<file path="config.mk">
export PLATFORM = sky130hd
export DESIGN_NAME = ulpi_link_sched
export DESIGN_NICKNAME = d
export VERILOG_FILES = /design/src/rtl/ulpi_link_sched.sv
export SDC_FILE = /design/constraint.sdc
export NUM_CORES = 1
export LEC_CHECK = 0
export ABC_AREA = 1
export CAP_MARGIN = 10
export CORE_ASPECT_RATIO = 0.9
export CORE_MARGIN = 10
export CORE_UTILIZATION = 40
export DETAILED_ROUTE_END_ITERATION = 12
export PLACE_DENSITY_LB_ADDON = 0.12
export SLEW_MARGIN = 15
export SYNTH_ARGS = -nofsm -noshare
export SYNTH_HDL_FRONTEND = slang
export SYNTH_SLANG_ARGS = --single-unit
export TNS_END_PERCENT = 30
</file>
<file path="constraint.sdc">
create_clock -name ulpi_clk -period 2 [get_ports ulpi_clk]
set_input_delay 0.5 -clock ulpi_clk [delete_from_list [all_inputs] [get_ports ulpi_clk]]
set_output_delay 0.5 -clock ulpi_clk [all_outputs]
set_load 0.02 [all_outputs]
</file>
<file path="src/rtl/ulpi_link_sched.sv">
//==============================================================================
// Module   : ulpi_link_sched
// Brief    : ULPI link-side bus scheduler: register access, TX packet path,
//            turnaround/abort handling and RX CMD extraction.
//            Define ULPI_EXT_REG_EN to build extended register access.
// Revision : 1.0 - initial release
//==============================================================================
`default_nettype none

module ulpi_link_sched #(
  parameter int MAX_RETRY = 3
) (
  input  logic       ulpi_clk,
  input  logic       ulpi_rst_n,
  input  logic       ulpi_dir,
  input  logic       ulpi_nxt,
  output logic       ulpi_stp,
  input  logic [7:0] ulpi_data_in,
  output logic [7:0] ulpi_data_out,
  input  logic       reg_req,
  input  logic       reg_we,
  input  logic [7:0] reg_addr,
  input  logic [7:0] reg_wdata,
  output logic       reg_ack,
  output logic       reg_err,
  output logic [7:0] reg_rdata,
  input  logic       tx_valid,
  input  logic [7:0] tx_data,
  input  logic       tx_last,
  output logic       tx_ready,
  output logic       rxcmd_valid,
  output logic [7:0] rxcmd
);

  localparam int c_RETRY_W = $clog2(MAX_RETRY + 1);

  typedef enum logic [3:0] {
    IDLE     = 4'd0,
    CMD      = 4'd1,
    EXT_ADDR = 4'd2,
    WDATA    = 4'd3,
    STP      = 4'd4,
    RD_TURN  = 4'd5,
    RD_DATA  = 4'd6,
    TX_PID   = 4'd7,
    TX_DATA  = 4'd8,
    TX_STP   = 4'd9,
    BACKOFF  = 4'd10
  } state_t;

  state_t               r_state, w_next;
  logic [7:0]           r_cmd, r_wdata, r_rdata, r_rxcmd;
  logic                 r_we, r_reg_ack, r_reg_err, r_pri_tx, r_bo_idle;
  logic                 r_dir_q, r_rxcmd_valid;
  logic [c_RETRY_W-1:0] r_retry;
  logic                 w_ext, w_reg_pend, w_accept, w_rx;
  logic                 w_grant_reg, w_grant_tx, w_done, w_fail, w_abort, w_capture;
  logic [7:0]           w_cmd;
`ifdef ULPI_EXT_REG_EN
  logic [7:0]           r_addr;
  logic                 r_ext;
`endif

  assign w_ext      = (reg_addr[7:6] != 2'b00) || (reg_addr[5:0] == 6'h2F);
  assign w_reg_pend = reg_req & ~r_reg_ack;   // requester still holds req during its ack
  assign w_accept   = ulpi_nxt & ~ulpi_dir;
  assign w_rx       = ulpi_dir & ~ulpi_nxt & r_dir_q & (r_state != RD_DATA);
`ifdef ULPI_EXT_REG_EN
  assign w_cmd = w_ext ? (reg_we ? 8'hAF : 8'hEF) : {1'b1, ~reg_we, reg_addr[5:0]};
`else
  assign w_cmd = {1'b1, ~reg_we, reg_addr[5:0]};
`endif

  assign reg_ack     = r_reg_ack;
  assign reg_err     = r_reg_err;
  assign reg_rdata   = r_rdata;
  assign rxcmd_valid = r_rxcmd_valid;
  assign rxcmd       = r_rxcmd;

  always_comb begin
    w_next        = r_state;
    w_grant_reg   = 1'b0;
    w_grant_tx    = 1'b0;
    w_done        = 1'b0;
    w_fail        = 1'b0;
    w_abort       = 1'b0;
    w_capture     = 1'b0;
    ulpi_stp      = 1'b0;
    ulpi_data_out = 8'h00;
    tx_ready      = 1'b0;
    case (r_state)
      IDLE: begin
        if (!ulpi_dir) begin
          if (w_reg_pend && (!tx_valid || !r_pri_tx)) w_grant_reg = 1'b1;
          else if (tx_valid)                          w_grant_tx  = 1'b1;
        end
        if (w_grant_tx) w_next = TX_PID;
        if (w_grant_reg) begin
`ifdef ULPI_EXT_REG_EN
          w_next = CMD;
`else
          if (w_ext) w_fail = 1'b1;
          else       w_next = CMD;
`endif
        end
      end
      CMD: begin
        ulpi_data_out = r_cmd;
        if (ulpi_dir) w_abort = 1'b1;
`ifdef ULPI_EXT_REG_EN
        else if (ulpi_nxt) w_next = r_ext ? EXT_ADDR : (r_we ? WDATA : RD_TURN);
      end
      EXT_ADDR: begin
        ulpi_data_out = r_addr;
        if (ulpi_dir) w_abort = 1'b1;
        else if (ulpi_nxt) w_next = r_we ? WDATA : RD_TURN;
`else
        else if (ulpi_nxt) w_next = r_we ? WDATA : RD_TURN;
`endif
      end
      WDATA: begin
        ulpi_data_out = r_wdata;
        if (ulpi_dir) w_abort = 1'b1;
        else if (ulpi_nxt) begin
          w_done = 1'b1;
          w_next = STP;
        end
      end
      STP: begin
        ulpi_stp = 1'b1;
        w_next   = IDLE;
      end
      // PHY flagging receive (nxt) instead of a plain turnaround, or
      // dropping dir before the data cycle, means the read was aborted.
      RD_TURN: begin
        if (ulpi_dir && ulpi_nxt) w_abort = 1'b1;
        else                      w_next  = RD_DATA;
      end
      RD_DATA: begin
        if (!ulpi_dir || ulpi_nxt) w_abort = 1'b1;
        else begin
          w_capture = 1'b1;
          w_done    = 1'b1;
          w_next    = IDLE;
        end
      end
      TX_PID, TX_DATA: begin
        tx_ready = w_accept;
        if (tx_valid)
          ulpi_data_out = (r_state == TX_PID) ? {4'b0100, tx_data[3:0]} : tx_data;
        if (ulpi_dir) w_next = IDLE;
        else if (w_accept && tx_valid) w_next = tx_last ? TX_STP : TX_DATA;
      end
      TX_STP: begin
        ulpi_stp = 1'b1;
        w_next   = IDLE;
      end
      BACKOFF: begin
        if (!ulpi_dir && r_bo_idle) w_next = CMD;
      end
      default: w_next = IDLE;
    endcase
    if (w_abort) begin
      if (r_retry >= c_RETRY_W'(MAX_RETRY - 1)) begin
        w_fail = 1'b1;
        w_next = IDLE;
      end else begin
        w_next = BACKOFF;
      end
    end
  end

  always_ff @(posedge ulpi_clk or negedge ulpi_rst_n) begin
    if (!ulpi_rst_n) begin
      r_state       <= IDLE;
      r_cmd         <= 8'h00;
      r_wdata       <= 8'h00;
      r_rdata       <= 8'h00;
      r_rxcmd       <= 8'h00;
      r_we          <= 1'b0;
      r_reg_ack     <= 1'b0;
      r_reg_err     <= 1'b0;
      r_pri_tx      <= 1'b0;
      r_bo_idle     <= 1'b0;
      r_dir_q       <= 1'b0;
      r_rxcmd_valid <= 1'b0;
      r_retry       <= '0;
`ifdef ULPI_EXT_REG_EN
      r_addr        <= 8'h00;
      r_ext         <= 1'b0;
`endif
    end else begin
      r_state   <= w_next;
      r_reg_ack <= w_done | w_fail;
      r_reg_err <= w_fail;
      r_bo_idle <= (r_state == BACKOFF) & ~ulpi_dir;
      if (w_capture) r_rdata <= ulpi_data_in;
      if (w_done || w_fail) r_retry <= '0;
      else if (w_abort)     r_retry <= r_retry + c_RETRY_W'(1);
      if (w_grant_reg) begin
        r_cmd   <= w_cmd;
        r_we    <= reg_we;
        r_wdata <= reg_wdata;
`ifdef ULPI_EXT_REG_EN
        r_addr  <= reg_addr;
        r_ext   <= w_ext;
`endif
      end
      // Priority only flips when both sides contended; the winner yields next time.
      if (w_grant_reg && tx_valid)      r_pri_tx <= 1'b1;
      else if (w_grant_tx && w_reg_pend) r_pri_tx <= 1'b0;
      r_dir_q       <= ulpi_dir;
      r_rxcmd_valid <= w_rx;
      if (w_rx) r_rxcmd <= ulpi_data_in;
    end
  end

endmodule

`default_nettype wire

</file>
Word level (Yosys, flattened, before mapping)
Cells that the tools add are included.
{"block": "word_totals", "ff_bits": 45, "elab_cells": 115, "output_inout_bits": 29}
{"block": "classes", "magnitude_cmp": 1, "n_reduce_logical": 21, "eq_ne": 19, "n_bitwise": 11, "n_addsub": 1, "muxes": 49}
{"operator": "4-bit two-way mux", "count": 14}
{"operator": "4-bit case mux with 7 select lines", "count": 1}
{"operator": "1-bit two-way mux", "count": 26}
{"operator": "8-bit case mux with 3 select lines", "count": 1}
{"operator": "3-bit inequality test (second input constant)", "count": 7}
{"operator": "4-bit by 3-bit == test with 1-bit output (second input constant)", "count": 4}
{"operator": "8-bit two-way mux", "count": 2}
{"operator": "4-bit == test (second input constant)", "count": 3}
{"operator": "8-bit AND reduction", "count": 1}
{"operator": "1-bit AND", "count": 6}
{"operator": "6-bit == test (second input constant)", "count": 1}
{"operator": "1-bit logical AND", "count": 6}
{"operator": "2-bit nonzero test", "count": 3}
{"operator": "2-bit OR reduction", "count": 3}
{"operator": "4-bit by 1-bit == test with 1-bit output (second input constant)", "count": 1}
{"operator": "4-bit by 2-bit == test with 1-bit output (second input constant)", "count": 1}
{"operator": "4-bit logical NOT", "count": 1}
{"operator": "1-bit logical OR", "count": 4}
{"operator": "2-bit two-way mux", "count": 2}
{"operator": "4-bit by 3-bit inequality test with 1-bit output (second input constant)", "count": 1}
{"operator": "4-bit inequality test (second input constant)", "count": 1}
{"operator": "1-bit NOT", "count": 4}
{"operator": "1-bit logical NOT", "count": 3}
{"operator": "3-bit two-way mux", "count": 1}
{"operator": "5 further kinds", "count": 5}

Logic depth before layout (Yosys ltp)
Gate-level depths: netlist of run 1.
{"block": "depth", "word_depth": 12, "mapped_depth": 11}

Least setup slack after synthesis of run 1
No wires, ideal clock.
{"block": "synth_path", "path_type": "register -> output", "start": "register r_state[2]", "end": "output ulpi_data_out[0]", "arrival_ps": 1325, "path_buffers": 0, "path_slack_ps": 175, "stages_incl_launch_ff": 6, "t_required_ps": 1500, "path_cell_list": "dfrtp_1 inv_1 nand2_1 nor2_2 inv_1 o221ai_1"}
{"block": "synth_between", "elab_chain_cells": 3, "elab_cells_between_ends": 6, "cone_classes": "eq/ne: 4; mux: 1; reduce/logical: 1"}
{"element": "start, declared", "line": "51", "text": "state_t r_state, w_next;"}
{"element": "start signal, assigned", "line": "193", "text": "r_state <= w_next;"}
{"element": "4-bit by 3-bit == test with 1-bit output or 4-bit == test (tied branches)", "line": "91", "text": "case (r_state)"}
{"element": "2-bit OR reduction", "line": "91"}
{"element": "8-bit case mux with 3 select lines *", "line": "91"}
{"element": "end, declared", "line": "19", "text": "output logic [7:0] ulpi_data_out,"}
Every way passes the cells marked *; elsewhere a longest branch is shown, timed or not.

Worst setup path in the final report of run 1
{"block": "layout_path", "start": "register r_state[2]", "end": "output ulpi_data_out[6]"}
{"block": "layout_between", "elab_chain_cells": 4, "elab_cells_between_ends": 8, "cone_classes": "eq/ne: 4; mux: 3; reduce/logical: 1"}
{"element": "4-bit by 3-bit == test with 1-bit output", "line": "91, 150"}
{"element": "8-bit two-way mux", "line": "150", "text": "ulpi_data_out = (r_state == TX_PID) ? {4'b0100, tx_data[3:0]} : tx_data;"}
{"element": "8-bit two-way mux", "line": "149", "text": "if (tx_valid)"}
{"element": "8-bit case mux with 3 select lines *", "line": "91"}
Marks and branches as above.

==> results of run 1 <==
==> worst max-delay path: cells and delay by family (launching register included) <==
family          cells  cell delay, ns
compound gates      2            0.21
simple gates        4            0.48
buf+inv             3            0.31
flops               1            0.45
==> power groups by stage <==
stage | combinational, µW | clock (µW) | sequential, µW
finish | 2140 | 626 | 1400
global route | 2390 | 673 | 1440
CTS | 2080 | 646 | 1400
detailed placement | 1990 | 0 | 1410
global placement | 1970 | 0 | 1400
floorplan | 1010 | 0 | 1490
==> layout make-up <==
class	count	area share, %
repair buffers	112	28.7
well taps	70	2.48
inverters	44	4.82
flip-flops and latches	45	32.0
multi-input cells	188	29.1
clock inverters	2	0.496
clock buffers	6	2.34
==> state kept, by name, indices dropped and copies added (netlist names), 2 cells and up <==
| name | count |
|---|---|
| r_cmd | 8 |
| r_wdata | 8 |
| reg_rdata | 8 |
| rxcmd | 8 |
| r_state | 4 |
| r_retry | 2 |
==> routing by layer <==
layer / part of all wire, % / global-route usage, % / vias to the layer above
met5: 0 / 0 / -
met4: 1.4 / 4.24 / 0
met3: 7.9 / 5.35 / 12
met2: 49 / 25.0 / 58
met1: 41 / 18.2 / 1059
li1: - / - / 1115
==> kinds of logic (layout without fill, tap and decap cells) <==
kind of cell / Yosys count / after routing
AOI/OAI and AO/OA: 45 / 45
adders and majority gates: 1 / 1
buffers and inverters: 51 / 164
DFF: 45 / 45
and+or+nand+nor: 142 / 142
==> synth_stat cells, types with 2 or more instances <==
master / count / area share [%]
nand2_1: 89 / 14
dfrtp_1: 45 / 48
inv_1: 37 / 5.9
o21ai_2: 16 / 6.0
nand3_1: 15 / 3.2
o21ai_0: 14 / 3.0
nor2_1: 13 / 2.1
nand2_2: 9 / 2.4
inv_2: 6 / 0.96
a21oi_1: 5 / 1.1
nor2_2: 5 / 1.3
o211ai_1: 4 / 1.3
o221ai_1: 4 / 1.5
buf_2: 3 / 0.64
buf_6: 3 / 1.4
nor2_4: 3 / 1.4
nand3_2: 2 / 0.85
nor3_1: 2 / 0.43
==> what timing repair did <==
action / 4_1_cts / 5_1_grt
pin swaps: 3 / 6
hold endpoints to repair: 0 / 0
gates cloned: 0 / 0
endpoints found under the setup margin: 10 / 11
buffers inserted: 11 / 3
resized for setup: 60 / 12
==> metrics by stage <==
stage | hold WS, ns | TNS [ns] | util [%] | power [µW]
floorplan | 0.204 | 0 | - | 2500
detailed placement | 0.445 | -5.32 | 58.0 | 3400
finish | 0.114 | -1.88 | 62.0 | 4170
CTS | 0.121 | -1.36 | 60.9 | 4120
global route | 0.126 | -2.86 | 62.0 | 4510
global placement | 0.439 | -4.86 | 58.0 | 3370
==> worst max path at each step <==
stage | end | slack (ns) | start | cells after the start
detailed placement | ulpi_data_out[7] | -0.61 | tx_valid | 6
CTS | ulpi_data_out[7] | -0.20 | r_state[0] | 8
global placement | ulpi_data_out[7] | -0.56 | tx_valid | 6
floorplan | ulpi_data_out[0] | 0.18 | r_state[2] | 5
global route | ulpi_data_out[6] | -0.35 | r_state[2] | 9
finish | ulpi_data_out[6] | -0.25 | r_state[2] | 9
==> metrics.txt, run 1 <==
Avg Cell Area, Syn 8.26 µm²; max_slew headroom a little over 70%; post-synthesis cell area roughly 2300 µm²; sequential share of power 33.6%; Starting Density 41.2%; number of global-route vias before repair 2392; mux cell area share after synthesis 0%; CTS max path bufs 2; clk_lat worst skew 0.30 ns; row count 26; internal power about 2500 µW; outcome finished with violations; CP Capture Type output port; unrepaired setup endpoints after global routing yes; leak pwr 0.00174 µW; First-pass DRT Iterations 4; Hold/Removal Path Class in2async; Reg2Reg Setup Slack -0.10 ns; die height between 90 and 100 µm; Gate power share approximately half; Starting DRT DRC Count 97; post-route cell area 3530 µm²; crit-path max FO 8; DRC Markers 0; Core ar. 5690 µm²; cells on worst reg2reg path 15; Final Hold Viols 0; maximum VDD drop 0.665 mV; clk root buf clkbuf_8; ys flop type dfrtp_1; slowest stage delay, CP 0.45 ns; Switch Pwr 1660 µW; reg2reg end r_state[0]; MaxCap Viol Count 0; first-pass GRT wire length 11600 µm; Fmax 444 MHz; xor/xnor cell area share of the yosys netlist 0%; critical path data arrival time around 1.8 ns; fillers 490; Layout area overhead 50.5%; final setup fails 10; per-cell routed wire length 14.3 µm; Post-DP Area roughly 3300 µm²; Hold-fix buffers, CTS 0; worst setup margin -0.254 ns; pre-CTS worst setup slack -0.607 ns; Via Count between 2000 and 2500; Post-DP HPWL just over 5000 µm; min Tclk post-route 2.25 ns; period utilization 113%; Num CTS Buffers 5; adder-cell area share of the yosys netlist 0.534%; Req. time, crit path 1.50 ns; EDFF count, synth 0; clock sinks 45; CTS tree done; GRT Overall Usage 15.2%; CTS clk-pin slew, worst paths ~0.090 ns; fraction of layout cells with a size suffix above 1 30.0%; placed cell count between 400 and 500; Seq/Total Area, Yosys approximately half; post-synthesis compound-gate area fraction a little over an eighth; Max Transition Viols Final 0; Seq. cell area 1130 µm²; H-Tree Level Count 2; clock share of power roughly 15%; register bit total from synthesis 45; CP max stage cell dfrtp_1; Post-Synth Simple-Gate Area 28.5%; initial antenna violation count 0; largest family of logic cells by synthesized area simple AND/OR/NAND/NOR gates; FF-to-FF Start r_state[1]; PwrDens 1180 nW/µm²; final cell count without fillers 467; most common cell after layout, fill and taps aside nand2_1; syn_nets 325; most frequent cells in the layout nand2_1, clkdlybuf4s50_1, buf_4; Sw Ratio 39.8%; Syn. warnings 0; CP Launch Type register; vias per inst between 4 and 5; Distinct cells, synth 27; Remaining Overflow, GRT 0; Cells after Synth 284; Async S/R FF share, synth between 90% and 100%; footprint of the multi-input gates 1030 µm²; worst path cell trace inv_2, nor2_4, nand2_2, nand2_2, inv_4, nor2_4, o21ai_1, o211ai_1, buf_4; final WL 6680 µm; die area 9330 µm²; PortBufs 68; skew final ~0.004 ns; violated checks negative setup slack; Post-DRT Antenna Nets 0; gpl congestion about 0.87; Worst Max-Slew Pin Slew 0.417 ns; die width slightly above 100 µm; Worst Path Class, Setup reg2out; Antenna diodes 0; Top Ports 69; Final #Nets 437; largest net degree at the start of global routing 30
Power figures use the tool's default switching activity.
==> inputs of run 2 (changes only) <==
--- a/config.mk
+++ b/config.mk
@@ -5,13 +5,13 @@
 export SDC_FILE = /design/constraint.sdc
 export NUM_CORES = 1
 export LEC_CHECK = 0
-export ABC_AREA = 1
 export CAP_MARGIN = 10
 export CORE_ASPECT_RATIO = 0.9
 export CORE_MARGIN = 10
-export CORE_UTILIZATION = 40
+export CORE_UTILIZATION = 45
 export DETAILED_ROUTE_END_ITERATION = 12
 export PLACE_DENSITY_LB_ADDON = 0.12
+export SETUP_SLACK_MARGIN = 0.1
 export SLEW_MARGIN = 15
 export SYNTH_ARGS = -nofsm -noshare
 export SYNTH_HDL_FRONTEND = slang
==> run 2 against run 1 <==
Net effect:
- the run still ends with negative setup slack left
- final cell count down 21%
- hold slack better by 0.17 ns
- sequential share of layout area is 0.96 points higher
- critical path type unchanged
- critical endpoint is now ulpi_data_out[5]
- largest power group unchanged
==> metrics.txt, run 2 <==
die area 8310 µm² (was 9330 µm²); skew final 0.00665 ns (was 0.00404 ns); largest area contributor in the netlist dfrtp_1 (unchanged); violated checks negative setup slack (unchanged); die height 87.5 µm (was 92.6 µm); Seq/Total Area, Yosys 49.4% (was 48.0%); Top Ports 69 (unchanged); final WL 6110 µm (was 6680 µm); period utilization 107% (was 113%); crit-path max FO 4 (was 8); H-Tree Level Count 2 (unchanged); outcome finished with violations (unchanged); Final #Nets 342 (was 437); Starting DRT DRC Count 88 (was 97); number of global-route vias before repair 1941 (was 2392); synth cell count leaders dfrtp_1, mux2_2, nor2_1 (was nand2_1, dfrtp_1, inv_1); syn_nets 240 (was 325); clk root buf clkbuf_8 (unchanged); maximum VDD drop 0.773 mV (was 0.665 mV); CP Capture Type output port (unchanged); register bit total from synthesis 45 (unchanged); PnR Total Power 3940 µW (was 4170 µW); critical path data arrival time 1.64 ns (was 1.75 ns); final setup fails 30 (was 10); vias per inst 5.23 (was 4.81); Avg Cell Area, Syn 11.4 µm² (was 8.26 µm²); fillers 366 (was 490); post-synthesis cell area 2280 µm² (was 2340 µm²); CP Launch Type register (unchanged); Core ar. 4860 µm² (was 5690 µm²); pre-CTS worst setup slack -0.619 ns (was -0.607 ns); Distinct cells, synth 40 (was 27); final core occ 70.5% (was 62.0%); Synth area leaders dfrtp_1, mux2_2, mux2_4 (was dfrtp_1, nand2_1, o21ai_2); Async S/R FF share, synth 100% (unchanged); Max Transition Viols Final 0 (unchanged); max_slew headroom 61.8% (was 72.2%); clock sinks 45 (unchanged); PwrDens 1150 nW/µm² (was 1180 nW/µm²); Req. time, crit path 1.50 ns (about the same); row count 24 (was 26); Antenna diodes 0 (unchanged); CTS clk-pin slew, worst paths 0.08 ns (was 0.09 ns); unrepaired setup endpoints after global routing yes (unchanged); wire length on met2 3060 µm (was 3300 µm); ys flop type dfrtp_1 (unchanged); Yosys top cell area share 49.4% (was 48.0%); min Tclk post-route 2.14 ns (was 2.25 ns); EDFF count, synth 0 (unchanged); gpl congestion 0.795 (was 0.873); Cells after Synth 199 (was 284); First-pass DRT Iterations 4 (unchanged); Worst Path Class, Setup reg2out (unchanged); CP max stage cell dfrtp_2 (was dfrtp_1); most common cell after layout, fill and taps aside clkdlybuf4s50_1 (was nand2_1); initial antenna violation count 0 (unchanged); Remaining Overflow, GRT 0 (unchanged); TNS Setup -3.09 ns (was -1.88 ns); MaxCap Viol Count 0 (unchanged); CTS tree done (unchanged); Worst Max-Slew Pin Slew 0.573 ns (was 0.417 ns); Fmax 466 MHz (was 444 MHz); Hold-fix buffers, CTS 0 (unchanged); met3 WL 447 µm (was 531 µm); wire length on met1 2540 µm (was 2760 µm); die width 95.0 µm (was 101 µm); per-cell routed wire length 16.6 µm (was 14.3 µm); first-pass GRT wire length 9650 µm (was 11600 µm); Syn. warnings 0 (unchanged); Starting Density 46.8% (was 41.2%); CTS max path bufs 2 (unchanged); most frequent cells in the layout clkdlybuf4s50_1, dfrtp_1, buf_4 (was nand2_1, clkdlybuf4s50_1, buf_4); Layout area overhead 50.5% (about the same); fraction of layout cells with a size suffix above 1 36.1% (was 30.0%); slowest stage delay, CP 0.45 ns (about the same); Hold/Removal Path Class in2async (unchanged); clk_lat worst skew 0.30 ns (about the same); Via Count 1921 (was 2244); Post-DP HPWL 4580 µm (was 5100 µm); largest net degree at the start of global routing 46 (was 30); DRC Markers 0 (unchanged); worst setup margin -0.145 ns (was -0.254 ns); PortBufs 68 (unchanged); most frequent cell after synthesis dfrtp_1 (was nand2_1); Post-DRT Antenna Nets 0 (unchanged); Final Hold Viols 0 (unchanged); Num CTS Buffers 5 (unchanged); leak pwr 0.00157 µW (was 0.00174 µW); worst path cell trace nor4b_4, and2_1, a222oi_1, inv_1, buf_2 (was inv_2, nor2_4, nand2_2, nand2_2, inv_4, nor2_4, o21ai_1, o211ai_1, buf_4); Top Metal Used met4 (unchanged); GRT Overall Usage 14.6% (was 15.2%)
[run 2: cell count changes after synthesis, sizes merged, moves of 4 or more]
cell,previous run,this run
nand2,98,8
inv,44,12
nand3,18,3
clkbuf,0,7
nand2b,0,9
nor2b,0,5
a22oi,0,6
buf,7,3
nor2,21,13
o21ai,31,11
mux2,0,31
o221ai,4,0
[run 2: path summary, 6_finish.rpt]
path,start,end,slack (ns),cells after the start
max in group asynchronous,ulpi_rst_n,r_state[2],1.30,2
min in group ulpi_clk,r_cmd[7],r_cmd[7],0.49,1
worst min-delay path,ulpi_rst_n,r_pri_tx,0.28,2
worst min register to register,r_cmd[7],r_cmd[7],0.49,1
worst max-delay path,r_state[0],ulpi_data_out[5],-0.14,5
worst max register to register,r_state[0],r_retry[1],-0.13,7
[run 2: cell type report]
class / count / area (µm²) / area share [%]
timing repair buffer: 105 / 953 / 27.8
multi-input combinational: 132 / 1130 / 32.9
clock inverter: 3 / 21.3 / 0.620
sequential: 45 / 1130 / 33.0
inverter: 12 / 45.0 / 1.31
clock buffer: 5 / 68.8 / 2.01
tap: 65 / 81.3 / 2.37
[run 2: kinds of logic after synthesis]
family                     after synthesis  synth area share (%)
AOI/OAI and AO/OA                       44                  14.4
xor gates and xnor gates                 1                 0.384
adders and majority gates                1                 0.549
buffers and inverters                   22                  5.00
DFF                                     45                  49.4
muxes                                   33                  17.5
and+or+nand+nor                         53                  12.7
[run 2: power by group]
group	internal [µW]	total, µW	switching, µW
Clock	248	563	315
Combinational	1030	1900	867
Sequential	1250	1470	220
[run 2: worst max-delay path: cells and delay by family, from the launching register on]
kind                   cells  cell delay [ns]
AND/OR/NAND/NOR            2             0.56
AO/OA/AOI/OAI              1             0.11
buffers and inverters      2             0.23
flip-flops                 1             0.45
[run 2: layer usage]
metal,up-vias,track usage [%]
met3,7,5.69
met5,-,0
li1,926,-
met1,928,17.1
met2,60,24.5
met4,0,3.67
[run 2: metrics by stage]
stage	hold WS, ns	area (µm²)	cells
6_report	0.280	3430	367
5_1_grt	0.321	3430	367
4_1_cts	0.297	3390	367
3_5_place_dp	0.463	3270	356
3_3_place_gp	0.455	3270	356
2_1_floorplan	0.204	2320	199
[run 2: what timing repair did]
item / CTS / global route
pin swaps: 11 / 6
endpoints found under the hold margin: 0 / 0
resized for setup: 62 / 10
endpoints found under the setup margin: 52 / 35
buffers inserted: 3 / 0
